`src/rtl/memaccess_if.sv`:
```
// Data-memory request/response bus between the memory-access stage (master)
// and the data memory (slave). req/we/addr/wdata/be are held stable until the
// cycle in which ready is high; rdata is valid only in that cycle.
interface memaccess_if #(
  parameter int DMEM_AW = 32
) ();
  logic               req;
  logic               we;
  logic [DMEM_AW-1:0] addr;
  logic [31:0]        wdata;
  logic [3:0]         be;
  logic               ready;
  logic [31:0]        rdata;

  modport master (output req, we, addr, wdata, be, input ready, rdata);
  modport slave  (input req, we, addr, wdata, be, output ready, rdata);
endinterface

```
`src/rtl/memaccess.sv`:
```
// Memory-access pipeline stage: issues byte/half/word loads and stores on the
// data-memory bus, stalls upstream until the memory completes, extracts and
// extends load data, and registers the writeback result.
// Optional feature: define MEMACCESS_ALIGN_CHECK_EN to suppress misaligned
// half/word accesses and flag them on o_err; otherwise o_err is tied to 0.
module memaccess #(
  parameter int DMEM_AW = 32
) (
  input  logic        i_clk,
  input  logic        i_rst,
  input  logic [31:0] i_data_alures,
  input  logic [31:0] i_data_rt,
  input  logic [4:0]  i_addr_regdst,
  input  logic        i_con_Mmemread,
  input  logic        i_con_Mmemwrite,
  input  logic [1:0]  i_con_Wloadmux,
  input  logic        i_con_Wmemtoreg,
  input  logic        i_con_Wregwrite,
  memaccess_if.master dmem,
  output logic        o_stall,
  output logic [31:0] o_data_wbres,
  output logic [31:0] o_data_alures,
  output logic [4:0]  o_addr_regdst,
  output logic        o_con_Wregwrite,
  output logic        o_err
);

  typedef enum logic {S_IDLE, S_WAIT} state_e;

  state_e      state_q, state_d;
  logic        req_c;
  logic        access, is_read;
  logic        is_byte, is_half, is_word;
  logic        misalign;
  logic [1:0]  lane;
  logic [3:0]  be_c;
  logic [31:0] wdata_c;
  logic [7:0]  byte_sel;
  logic [15:0] half_sel;
  logic [31:0] load_val;

  logic [31:0] wbres_q, wbres_d;
  logic [31:0] alures_q, alures_d;
  logic [4:0]  regdst_q, regdst_d;
  logic        regwrite_q, regwrite_d;

  // A simultaneous read and write is treated as a write.
  assign access  = i_con_Mmemread | i_con_Mmemwrite;
  assign is_read = i_con_Mmemread & ~i_con_Mmemwrite;
  assign is_byte = i_con_Wloadmux[0];
  assign is_half = (i_con_Wloadmux == 2'b10);
  assign is_word = (i_con_Wloadmux == 2'b00);
  assign lane    = i_data_alures[1:0];

`ifdef MEMACCESS_ALIGN_CHECK_EN
  logic err_q, err_d;

  assign misalign = access & ((is_half & lane[0]) | (is_word & (lane != 2'b00)));

  // Error pulse for one cycle after a suppressed misaligned access.
  always_comb begin
    err_d = misalign & ~o_stall;
  end

  // Error flag register.
  always_ff @(posedge i_clk) begin
    if (i_rst) err_q <= 1'b0;
    else       err_q <= err_d;
  end

  assign o_err = err_q;
`else
  assign misalign = 1'b0;
  assign o_err    = 1'b0;
`endif

  // Request FSM: IDLE issues on a fresh access, WAIT holds until ready.
  always_comb begin
    state_d = state_q;
    req_c   = 1'b0;
    case (state_q)
      S_IDLE: begin
        req_c = access & ~misalign;
        if (req_c && !dmem.ready) state_d = S_WAIT;
      end
      S_WAIT: begin
        req_c = 1'b1;
        if (dmem.ready) state_d = S_IDLE;
      end
      default: state_d = S_IDLE;
    endcase
    if (i_rst) req_c = 1'b0;
  end

  // Store lane enables and replicated write data (little-endian).
  always_comb begin
    be_c    = 4'b1111;
    wdata_c = i_data_rt;
    if (is_byte) begin
      be_c    = 4'b0001 << lane;
      wdata_c = {4{i_data_rt[7:0]}};
    end else if (is_half) begin
      be_c    = lane[1] ? 4'b1100 : 4'b0011;
      wdata_c = {2{i_data_rt[15:0]}};
    end
  end

  // Load lane extraction and sign/zero extension.
  always_comb begin
    case (lane)
      2'd0:    byte_sel = dmem.rdata[7:0];
      2'd1:    byte_sel = dmem.rdata[15:8];
      2'd2:    byte_sel = dmem.rdata[23:16];
      default: byte_sel = dmem.rdata[31:24];
    endcase
    half_sel = lane[1] ? dmem.rdata[31:16] : dmem.rdata[15:0];
    case (i_con_Wloadmux)
      2'b00:   load_val = dmem.rdata;
      2'b01:   load_val = {{24{byte_sel[7]}}, byte_sel};
      2'b10:   load_val = {{16{half_sel[15]}}, half_sel};
      default: load_val = {24'd0, byte_sel};
    endcase
  end

  assign dmem.req   = req_c;
  assign dmem.we    = i_con_Mmemwrite;
  assign dmem.addr  = {i_data_alures[DMEM_AW-1:2], 2'b00};
  assign dmem.be    = be_c;
  assign dmem.wdata = wdata_c;
  assign o_stall    = req_c & ~dmem.ready;

  // Writeback register inputs: advance when not stalled, bubble otherwise.
  always_comb begin
    wbres_d    = wbres_q;
    alures_d   = alures_q;
    regdst_d   = regdst_q;
    regwrite_d = 1'b0;
    if (!o_stall) begin
      alures_d   = i_data_alures;
      regdst_d   = i_addr_regdst;
      regwrite_d = i_con_Wregwrite & ~misalign;
      wbres_d    = (i_con_Wmemtoreg & is_read) ? load_val : i_data_alures;
    end
  end

  // State and writeback registers with synchronous reset.
  always_ff @(posedge i_clk) begin
    if (i_rst) begin
      state_q    <= S_IDLE;
      wbres_q    <= 32'd0;
      alures_q   <= 32'd0;
      regdst_q   <= 5'd0;
      regwrite_q <= 1'b0;
    end else begin
      state_q    <= state_d;
      wbres_q    <= wbres_d;
      alures_q   <= alures_d;
      regdst_q   <= regdst_d;
      regwrite_q <= regwrite_d;
    end
  end

  assign o_data_wbres    = wbres_q;
  assign o_data_alures   = alures_q;
  assign o_addr_regdst   = regdst_q;
  assign o_con_Wregwrite = regwrite_q;

endmodule

```
`src/flat_wrapper.sv`:
```
// flat-port wrapper written by rule: the top's interface ports become plain ports
module memaccess_flat 
#(
  parameter int DMEM_AW = 32
)
  (i_clk, i_rst, i_data_alures, i_data_rt, i_addr_regdst, i_con_Mmemread, i_con_Mmemwrite, i_con_Wloadmux, i_con_Wmemtoreg, i_con_Wregwrite, o_stall, o_data_wbres, o_data_alures, o_addr_regdst, o_con_Wregwrite, o_err, dmem_req, dmem_we, dmem_addr, dmem_wdata, dmem_be, dmem_ready, dmem_rdata);
  memaccess_if #(.DMEM_AW(DMEM_AW)) dmem_i ();
  input  logic i_clk;
  input  logic i_rst;
  input  logic [31:0] i_data_alures;
  input  logic [31:0] i_data_rt;
  input  logic [4:0] i_addr_regdst;
  input  logic i_con_Mmemread;
  input  logic i_con_Mmemwrite;
  input  logic [1:0] i_con_Wloadmux;
  input  logic i_con_Wmemtoreg;
  input  logic i_con_Wregwrite;
  output logic o_stall;
  output logic [31:0] o_data_wbres;
  output logic [31:0] o_data_alures;
  output logic [4:0] o_addr_regdst;
  output logic o_con_Wregwrite;
  output logic o_err;
  output wire logic [$bits(dmem_i.req)-1:0] dmem_req;
  output wire logic [$bits(dmem_i.we)-1:0] dmem_we;
  output wire logic [$bits(dmem_i.addr)-1:0] dmem_addr;
  output wire logic [$bits(dmem_i.wdata)-1:0] dmem_wdata;
  output wire logic [$bits(dmem_i.be)-1:0] dmem_be;
  input wire logic [$bits(dmem_i.ready)-1:0] dmem_ready;
  input wire logic [$bits(dmem_i.rdata)-1:0] dmem_rdata;
  assign dmem_req = dmem_i.req;
  assign dmem_we = dmem_i.we;
  assign dmem_addr = dmem_i.addr;
  assign dmem_wdata = dmem_i.wdata;
  assign dmem_be = dmem_i.be;
  assign dmem_i.ready = dmem_ready;
  assign dmem_i.rdata = dmem_rdata;
  memaccess #(.DMEM_AW(DMEM_AW)) u_core (.i_clk(i_clk), .i_rst(i_rst), .i_data_alures(i_data_alures), .i_data_rt(i_data_rt), .i_addr_regdst(i_addr_regdst), .i_con_Mmemread(i_con_Mmemread), .i_con_Mmemwrite(i_con_Mmemwrite), .i_con_Wloadmux(i_con_Wloadmux), .i_con_Wmemtoreg(i_con_Wmemtoreg), .i_con_Wregwrite(i_con_Wregwrite), .dmem(dmem_i), .o_stall(o_stall), .o_data_wbres(o_data_wbres), .o_data_alures(o_data_alures), .o_addr_regdst(o_addr_regdst), .o_con_Wregwrite(o_con_Wregwrite), .o_err(o_err));
endmodule
```
`config.mk`:
```
export PLATFORM = sky130hd
export DESIGN_NAME = memaccess_flat
export DESIGN_NICKNAME = d
export VERILOG_FILES = /design/src/rtl/memaccess_if.sv /design/src/rtl/memaccess.sv /design/src/flat_wrapper.sv
export SDC_FILE = /design/constraint.sdc
export NUM_CORES = 1
export LEC_CHECK = 0
export CAP_MARGIN = 5
export CORE_MARGIN = 3
export CORE_UTILIZATION = 35
export CTS_BUF_LIST = sky130_fd_sc_hd__clkbuf_8 sky130_fd_sc_hd__clkbuf_16
export DETAILED_ROUTE_END_ITERATION = 6
export GPL_ROUTABILITY_DRIVEN = 0
export GPL_TIMING_DRIVEN = 0
export PLACE_DENSITY = 0.74
export SYNTH_ARGS = -nofsm -noshare
export SYNTH_HDL_FRONTEND = slang
export SYNTH_SLANG_ARGS = --single-unit
```
`constraint.sdc`:
```
create_clock -name i_clk -period 1.3 [get_ports i_clk]
set_input_delay 0.13 -clock i_clk [delete_from_list [all_inputs] [get_ports i_clk]]
set_output_delay 0.13 -clock i_clk [all_outputs]
set_load 0.03 [all_outputs]
```
After elaboration in Yosys (flattened, before gate mapping)
Index checks and enable logic that the tools add are counted.
- add/subtract/negate cells: 0
- div/mod/pow operators: 0
- order comparisons: 0
- $mul: 0
- bitwise operators: 7
- multiplexer cells: 14
- shift operators: 1
- equality and inequality tests: 4
- reductions and logical operators: 5
- operator list (kind ; count):
    32-bit two-way mux ; 3
    32-bit one-hot mux with 3 select lines ; 1
    8-bit one-hot mux with 3 select lines ; 1
    16-bit two-way mux ; 1
    4-bit two-way mux ; 3
    2-bit by 1-bit == test with 1-bit output (second input constant) ; 2
    2-bit == test (second input constant) ; 2
    2-bit logical NOT ; 2
    1-bit one-hot mux with 2 select lines ; 2
    1-bit by 2-bit << shifter with 4-bit output (first input constant) ; 1
    1-bit bitwise AND ; 3
    1-bit two-way mux ; 3
    1-bit NOT ; 3
    2-bit OR reduction ; 1
    1-bit logical AND ; 1
    1-bit logical NOT ; 1
    1-bit OR ; 1
- memory bits (writable): 0
- memories: 0
- input port bits: 110
- latch bits: 0
- memory bits (read-only): 0
- flip-flop bits (word level): 71

Longest topological paths before layout
Gate-level depths: netlist of run 1.
- depth after elaboration: 5
- gate-level depth with buffers: 8
- depth with buffers taken out: 5

Worst setup path before layout of run 1
No wires, ideal clock.
- path kind: input-to-output
- start: input i_con_Wloadmux[0]
- end: output dmem_be[0]
- cell stages on the path: 6
- slack: -381 ps
- arrival time: 1551 ps
- path buffers: 4
- cell sequence: buf_2 buf_2 or2_2 buf_2 buf_2 a21oi_1
- word-level cells in the longest chain between the ends: 3
- RTL lines (what ; line ; RTL):
    start: declaration ; flat_wrapper.sv:15 ; input logic [1:0] i_con_Wloadmux;
    2-bit == test ; memaccess.sv:51 ; assign is_half = (i_con_Wloadmux == 2'b10);
    4-bit two-way mux ; memaccess.sv:102 ; end else if (is_half) begin
    4-bit two-way mux (*) ; memaccess.sv:99 ; if (is_byte) begin
    end: declaration ; flat_wrapper.sv:28 ; output wire logic [$bits(dmem_i.be)-1:0] dmem_be;
Every way passes the cells marked *; elsewhere a longest branch is shown, timed or not.

Final worst setup path of run 1
- start: register u_core.state_q
- end: output o_stall
- word-level cells in the longest chain between the ends: 4
- RTL lines (what ; line ; RTL):
    start: declaration ; memaccess.sv:30 ; state_e state_q, state_d;
    start signal: assignment ; memaccess.sv:155 ; state_q <= state_d;
    1-bit NOT ; - ;
    1-bit one-hot mux with 2 select lines (*) ; memaccess.sv:81 ; case (state_q)
    1-bit two-way mux (*) ; memaccess.sv:92 ; if (i_rst) req_c = 1'b0;
    1-bit bitwise AND (*) ; memaccess.sv:130 ; assign o_stall = req_c & ~dmem.ready;
    end: declaration ; flat_wrapper.sv:18 ; output logic o_stall;
Marked as above.

==> flow_summary.yaml, run 1 <==
timing:
  grt_setup_unrepaired: "true"
  skew_ps: 5.20
  tightest_slew_ps: 707
  fin_setup_tns_ps: -10810
  maxSlewHeadroom: 0.529
  drv_slew: 0
  worst_slack_ps: -289
  hold_violations: 0
  min_period_ps: 1590
  finalCritPeriodShare: 1.22
  finalSetupViolCount: 69
  fmax_mhz: 629
synthesis:
  synthArstFlopShare: 0
  synth_edf_count: 0
  ys_seq_area_frac: 0.330
  synth_warnings: 0
  syn-instance-count: 537
  post-synth-top-count-cell: "nand2_1"
  yosys.cell_types.count: 40
  synth_area_um2: 4300
  synth_commonest_cells: "116 x nand2_1, 71 x dfxtp_1, 48 x mux2i_1"
  syn_avg_cell_area_um2: 8.02
  synthFlopType: "dfxtp_1"
  synth.top_cell.area_share: 0.330
  synth_area_leaders: "dfxtp_1 33%, mux2i_1 11%, nand2_1 10%"
  ys_ff_latch: 71
  yosysTopAreaCell: "dfxtp_1"
global_routing:
  antenna_found_initial: 0
  overflow: 0
  grt_pass1_wl_um: 27600
  grtUsageTotal: 0.261
  grt_pass1_vias: 5091
  grt_max_degree: 13
drt:
  drt-initial-drc-count: 368
  route.met2.wl_um: 8780
  antenna_left: 0
  highest-signal-layer: "met4"
  wl_per_cell_um: 18.7
  vias_per_cell: 5.07
  num_vias: 4927
  drt-met1-wl_um: 7370
  met3WireLength_um: 1610
  drc: 0
  wl_um: 18200
  first_pass_iters: 4
die:
  core_um2: 11700
  core.rowCount: 39
  initial_core_util: 0.368
  die_w_um: 117
  die_h_um: 117
  pin_count: 252
  die_area_um2: 13700
min_path:
  hp-class: "in2reg"
finish:
  multi_input_area_um2: 2610
  nNetsFinal: 934
  fillerInstances: 932
  drive_gt1_frac: 0.289
  final_util: 0.682
  area_growth_pct: 85.7
  area.sequential_um2: 1420
  n_antenna_cell: 0
setup_path:
  critPathBufInv: 4
  path_delay_family: "simple AND/OR/NAND/NOR gates"
  crit_chain: "nor3_2, or3_4, inv_4, buf_6, buf_6, buf_6"
  crit_type: "reg2out"
  crit_path_end_kind: "output port"
  critical_path_required_ps: 1170
  cp_common_cell: "buf_6"
  regToRegSetupSlack_ps: -260
  cpMaxStageDelayCell: "or3_4"
  worstPathArrival_ps: 1460
  slowest_delay_ps: 370
  crit_path_max_fanout: 3
  crit_path_start_kind: "flip-flop"
clock_network:
  cts_max_level: 3
  clk_path_buf_depth: 2
  cts_tree: "yes"
  clockRootBuffer: "clkbuf_16"
  holdBufCountCts: 0
  cts_buffers: 9
  clock_latency_ps: 340
  clk_pin_slew_ps: 60
  cts.sinks: 71
run_status:
  violations: "negative setup slack"
  status: "complete, but fails checks"
placed_design:
  port_buffers: 246
  dp_hpwl_um: 13900
pwr:
  power_frac_comb: 0.353
  p_leak_nw: 3.85
  clkPwrFrac: 0.335
  p_int_mw: 5.26
  power_density_nw_per_um2: 975
  ir_worst_vdd_mv: 0.714
  pwr-share-seq: 0.311
  switching_share: 0.325
  netSwitchingPower_mw: 2.53
flow_run:
  drv_cap: 0
stage by stage:
stage | cell area (µm²) | setup slack (ps) | instances | hold WS [ps] | total power [mW]
floorplan | 4440 | -15.9 | 539 | 260 | 3.92
global placement | 7080 | -1330 | 928 | 428 | 5.07
detailed placement | 7080 | -1360 | 928 | 431 | 5.10
CTS | 7900 | -369 | 971 | 238 | 7.78
global route | 7990 | -328 | 971 | 256 | 8.08
finish | 7990 | -289 | 971 | 260 | 7.79
kinds of logic (layout without fill, tap and decap cells):
family	after synthesis	count (layout)	synth area share
other	1	3	0.000871
muxes	57	57	0.138
and+or+nand+nor	220	221	0.231
AOI/OAI and AO/OA	96	96	0.163
DFF	71	71	0.330
buffers and inverters	92	380	0.137
area by class of cell:
class	instances	area share
inverter	4	0.00219
clock buffer	9	0.0282
clock inverter	6	0.0108
tap	143	0.0224
buffer	85	0.0930
sequential	71	0.178
multi-input combinational	377	0.327
timing repair buffer	276	0.339
worst reg2reg max path, cell delays in order, from the launching register on:
cell	delay, ps
dfxtp_2	330
nor3_2	40
or3_4	370
buf_12	170
buf_6	120
nand3_4	140
buf_6	140
o22ai_1	90
cells in the final DEF (no fill, tap or decap), types with 13 or more instances in the layout:
master and count:
o22ai_1 20, and2_1 25, mux2i_1 46, buf_6 30, clkdlybuf4s15_1 23, nor2_2 13, nor2_4 15, dfxtp_1 70
dlygate4sd2_1 89, clkdlybuf4s50_1 92, and3_1 18, buf_4 66, nand2_1 106, a21oi_1 28
sequential cells by signal (all words and copies together) (netlist names):
signal                  cells
u_core.o_con_Wregwrite      1
u_core.o_data_wbres        32
u_core.o_addr_regdst        5
u_core.state_q              1
u_core.o_data_alures       32
final timing paths:
kind	from	endpoint	depth (start not counted)
worst max-delay path	u_core.state_q	o_stall	6
worst min-delay path	i_data_alures[0]	u_core.o_data_alures[0]	3
worst max register to register	u_core.state_q	u_core.o_data_wbres[12]	7
worst min register to register	u_core.o_data_alures[6]	u_core.o_data_alures[6]	2
timing repair:
| action | in CTS | in global routing |
|---|---|---|
| endpoints found under the setup margin | 210 | 114 |
| cloned | 7 | 0 |
| pin swaps | 5 | 1 |
| resized for setup | 403 | 52 |
| endpoints found under the hold margin | 0 | 0 |
| buffers inserted | 22 | 2 |
power groups by stage:
stage | Sequential [mW] | Clock, mW | Combinational [mW]
6_report | 2.43 | 2.61 | 2.75
3_3_place_gp | 2.46 | 0 | 2.61
5_1_grt | 2.44 | 2.73 | 2.90
2_1_floorplan | 2.77 | 0 | 1.15
3_5_place_dp | 2.47 | 0 | 2.64
4_1_cts | 2.42 | 2.65 | 2.71
metal layers:
metal,vias up,GRT usage
met2,206,0.439
met4,0,0.0734
met1,2307,0.324
met3,31,0.0817
met5,-,0
li1,2383,-
No activity file was read; power rests on OpenSTA's default activity.
==> run 2: changes to the inputs <==
--- a/config.mk
+++ b/config.mk
@@ -5,7 +5,7 @@
 export SDC_FILE = /design/constraint.sdc
 export NUM_CORES = 1
 export LEC_CHECK = 0
-export CAP_MARGIN = 5
+export CAP_MARGIN = 10
 export CORE_MARGIN = 3
 export CORE_UTILIZATION = 35
 export CTS_BUF_LIST = sky130_fd_sc_hd__clkbuf_8 sky130_fd_sc_hd__clkbuf_16
==> results of run 2 <==
Final layout, timing and power as in run 1 (identical DEF).
==> run 3: changes to the inputs <==
--- a/config.mk
+++ b/config.mk
@@ -7,12 +7,11 @@
 export LEC_CHECK = 0
 export CAP_MARGIN = 10
 export CORE_MARGIN = 3
-export CORE_UTILIZATION = 35
+export CORE_UTILIZATION = 42
 export CTS_BUF_LIST = sky130_fd_sc_hd__clkbuf_8 sky130_fd_sc_hd__clkbuf_16
 export DETAILED_ROUTE_END_ITERATION = 6
-export GPL_ROUTABILITY_DRIVEN = 0
 export GPL_TIMING_DRIVEN = 0
-export PLACE_DENSITY = 0.74
+export PLACE_DENSITY = 0.84
 export SYNTH_ARGS = -nofsm -noshare
 export SYNTH_HDL_FRONTEND = slang
 export SYNTH_SLANG_ARGS = --single-unit
==> constraint.sdc (replaced) <==
create_clock -name i_clk -period 2 [get_ports i_clk]
set_input_delay 0.2 -clock i_clk [delete_from_list [all_inputs] [get_ports i_clk]]
set_output_delay 0.2 -clock i_clk [all_outputs]
set_load 0.03 [all_outputs]
==> run 3 against run 2 <==
Effect of this change:
- the run now ends clean
- sequential cell count unchanged
- worst setup slack improved by 350 ps
- via count rose by 0.71%
- total power is 42% lower
- sequential power is 35% lower
- first-iteration DRC count decreased by 30%
- final cell count shrank 3.6%
- clock-buffer cell count unchanged
- combinational power down 39%
- non-clock buffer count decreased by 26
==> flow_summary.yaml, run 3 (synthesis results as in run 1) <==
min_path:
  holdPathEnd: "u_core.o_data_alures[0]"
  hp-class: "in2reg"
  worstHoldPathCells: 3
  worstHoldStart: "i_data_alures[0]"
finish:
  nNetsFinal: 907
  final_cell_count_no_fill: 936
  final_cell_mix: "214 x clkdlybuf4s50_1, 116 x nand2_1, 71 x dfxtp_1, 52 x buf_4, 48 x mux2i_1"
  final_common_cell: "clkdlybuf4s50_1"
  drive_gt1_frac: 0.170
  stdcell_area_um2: 7160
  area_growth_pct: 66.4
  fillerInstances: 783
timing:
  finalCritPeriodShare: 0.971
  worst_slack_ps: 57.7
  min_period_ps: 1940
  finalSetupViolCount: 0
  drv_slew: 0
  fmax_mhz: 515
  timing.hold.ws_ps: 286
  tightest_slew_ps: 667
  hold_violations: 0
  maxSlewHeadroom: 0.555
  grt_setup_unrepaired: "false"
  skew_ps: 8.98
clock_network:
  clk_path_buf_depth: 2
  clk_pin_slew_ps: 80
  clockRootBuffer: "clkbuf_8"
  cts_max_level: 3
  clock_latency_ps: 350
  cts.sinks: 71
  holdBufCountCts: 0
  cts_tree: "yes"
  cts_buffers: 9
drt:
  highest-signal-layer: "met4"
  wl_per_cell_um: 18.2
  drc: 0
  drt-initial-drc-count: 256
  met3WireLength_um: 1300
  num_vias: 4962
  vias_per_cell: 5.30
  drt-met1-wl_um: 6600
  wl_um: 17000
  antenna_left: 0
  route.met2.wl_um: 8850
  first_pass_iters: 5
global_routing:
  antenna_found_initial: 1
  grt_pass1_vias: 5048
  overflow: 0
  grt_pass1_wl_um: 25900
  grtUsageTotal: 0.290
  grt_max_degree: 20
die:
  die_w_um: 107
  pin_count: 252
  initial_core_util: 0.436
  core.rowCount: 36
  die_h_um: 107
  die_area_um2: 11500
  core_um2: 9860
setup_path:
  rr_startpoint: "u_core.state_q"
  regToRegSetupSlack_ps: 390
  crit_path_end_kind: "output port"
  r2r-end: "u_core.o_data_wbres[12]"
  crit_path_start_kind: "input pin"
  ff2ff_path_depth: 6
  critical_path_required_ps: 1800
  worstPathArrival_ps: 1740
  crit_type: "in2out"
  crit_path_max_fanout: 10
pwr:
  power_density_nw_per_um2: 632
  p_leak_nw: 3.17
  p_int_mw: 2.99
  power_frac_comb: 0.368
  pwr-share-seq: 0.347
  ir_worst_vdd_mv: 0.399
  switching_share: 0.340
  netSwitchingPower_mw: 1.54
  clkPwrFrac: 0.285
placed_design:
  gp_congestion: 0.947
  dpl.cell_count: 918
  placed_area_um2: 6940
  port_buffers: 246
  post-place-ws_ps: -877
  dp_hpwl_um: 13600
run_status:
  status: "finished clean"
flow_run:
  drv_cap: 0
## run 3: routing by layer
layer	vias up	global-route usage
li1	2334	-
met1	2382	0.338
met2	221	0.531
met3	25	0.0620
met4	0	0.0822
met5	-	0
## run 3: how the worst max path moves through the flow
| stage | startpoint | to | slack (ps) | cells after the start |
|---|---|---|---|---|
| 2_1_floorplan | i_con_Wloadmux[0] | dmem_be[0] | 180 | 6 |
| 3_3_place_gp | i_con_Wloadmux[0] | dmem_be[0] | -830 | 8 |
| 3_5_place_dp | i_con_Wloadmux[0] | dmem_be[0] | -880 | 8 |
| 4_1_cts | i_data_alures[0] | dmem_be[2] | 8 | 5 |
| 5_1_grt | i_con_Wloadmux[0] | dmem_wdata[21] | 10 | 9 |
| 6_report | i_con_Wloadmux[0] | dmem_be[0] | 60 | 8 |
## run 3: power groups by stage
stage	registers, mW	logic (mW)	clock network, mW
finish	1.57	1.67	1.29
global route	1.58	1.76	1.36
CTS	1.57	1.66	1.30
detailed placement	1.60	1.67	0
global placement	1.60	1.65	0
floorplan	1.80	0.710	0
## run 3: worst max-delay path: stages
cell and delay, ps:
dlygate4sd2_1 270, buf_6 160, buf_4 170, or2_2 290
buf_4 170, buf_6 150, a21oi_4 170, buf_6 150
## run 3: cell type report
cell class                 instances  area [µm²]  area share
timing repair buffer             249        2400       0.335
sequential                        71        1420       0.198
antenna                            1        2.50    0.000349
clock buffer                       9         124      0.0173
buffer                            86         616      0.0859
clock inverter                     7        96.3      0.0134
inverter                           4        15.0     0.00210
multi-input combinational        376        2320       0.324
tap                              133         166      0.0232
## run 3: stage by stage
stage	power, mW	utilization	setup TNS, ps
after floorplan	2.51	-	0
after global placement	3.25	0.704	-19510
after detailed placement	3.28	0.704	-22360
after CTS	4.53	0.724	0
after global routing	4.70	0.726	0
final	4.53	0.726	0
## run 3: what timing repair did
item	in CTS	in global routing
setup buffers	0	3
resized for setup	105	22
setup endpoints to repair	30	20
hold endpoints to repair	0	0
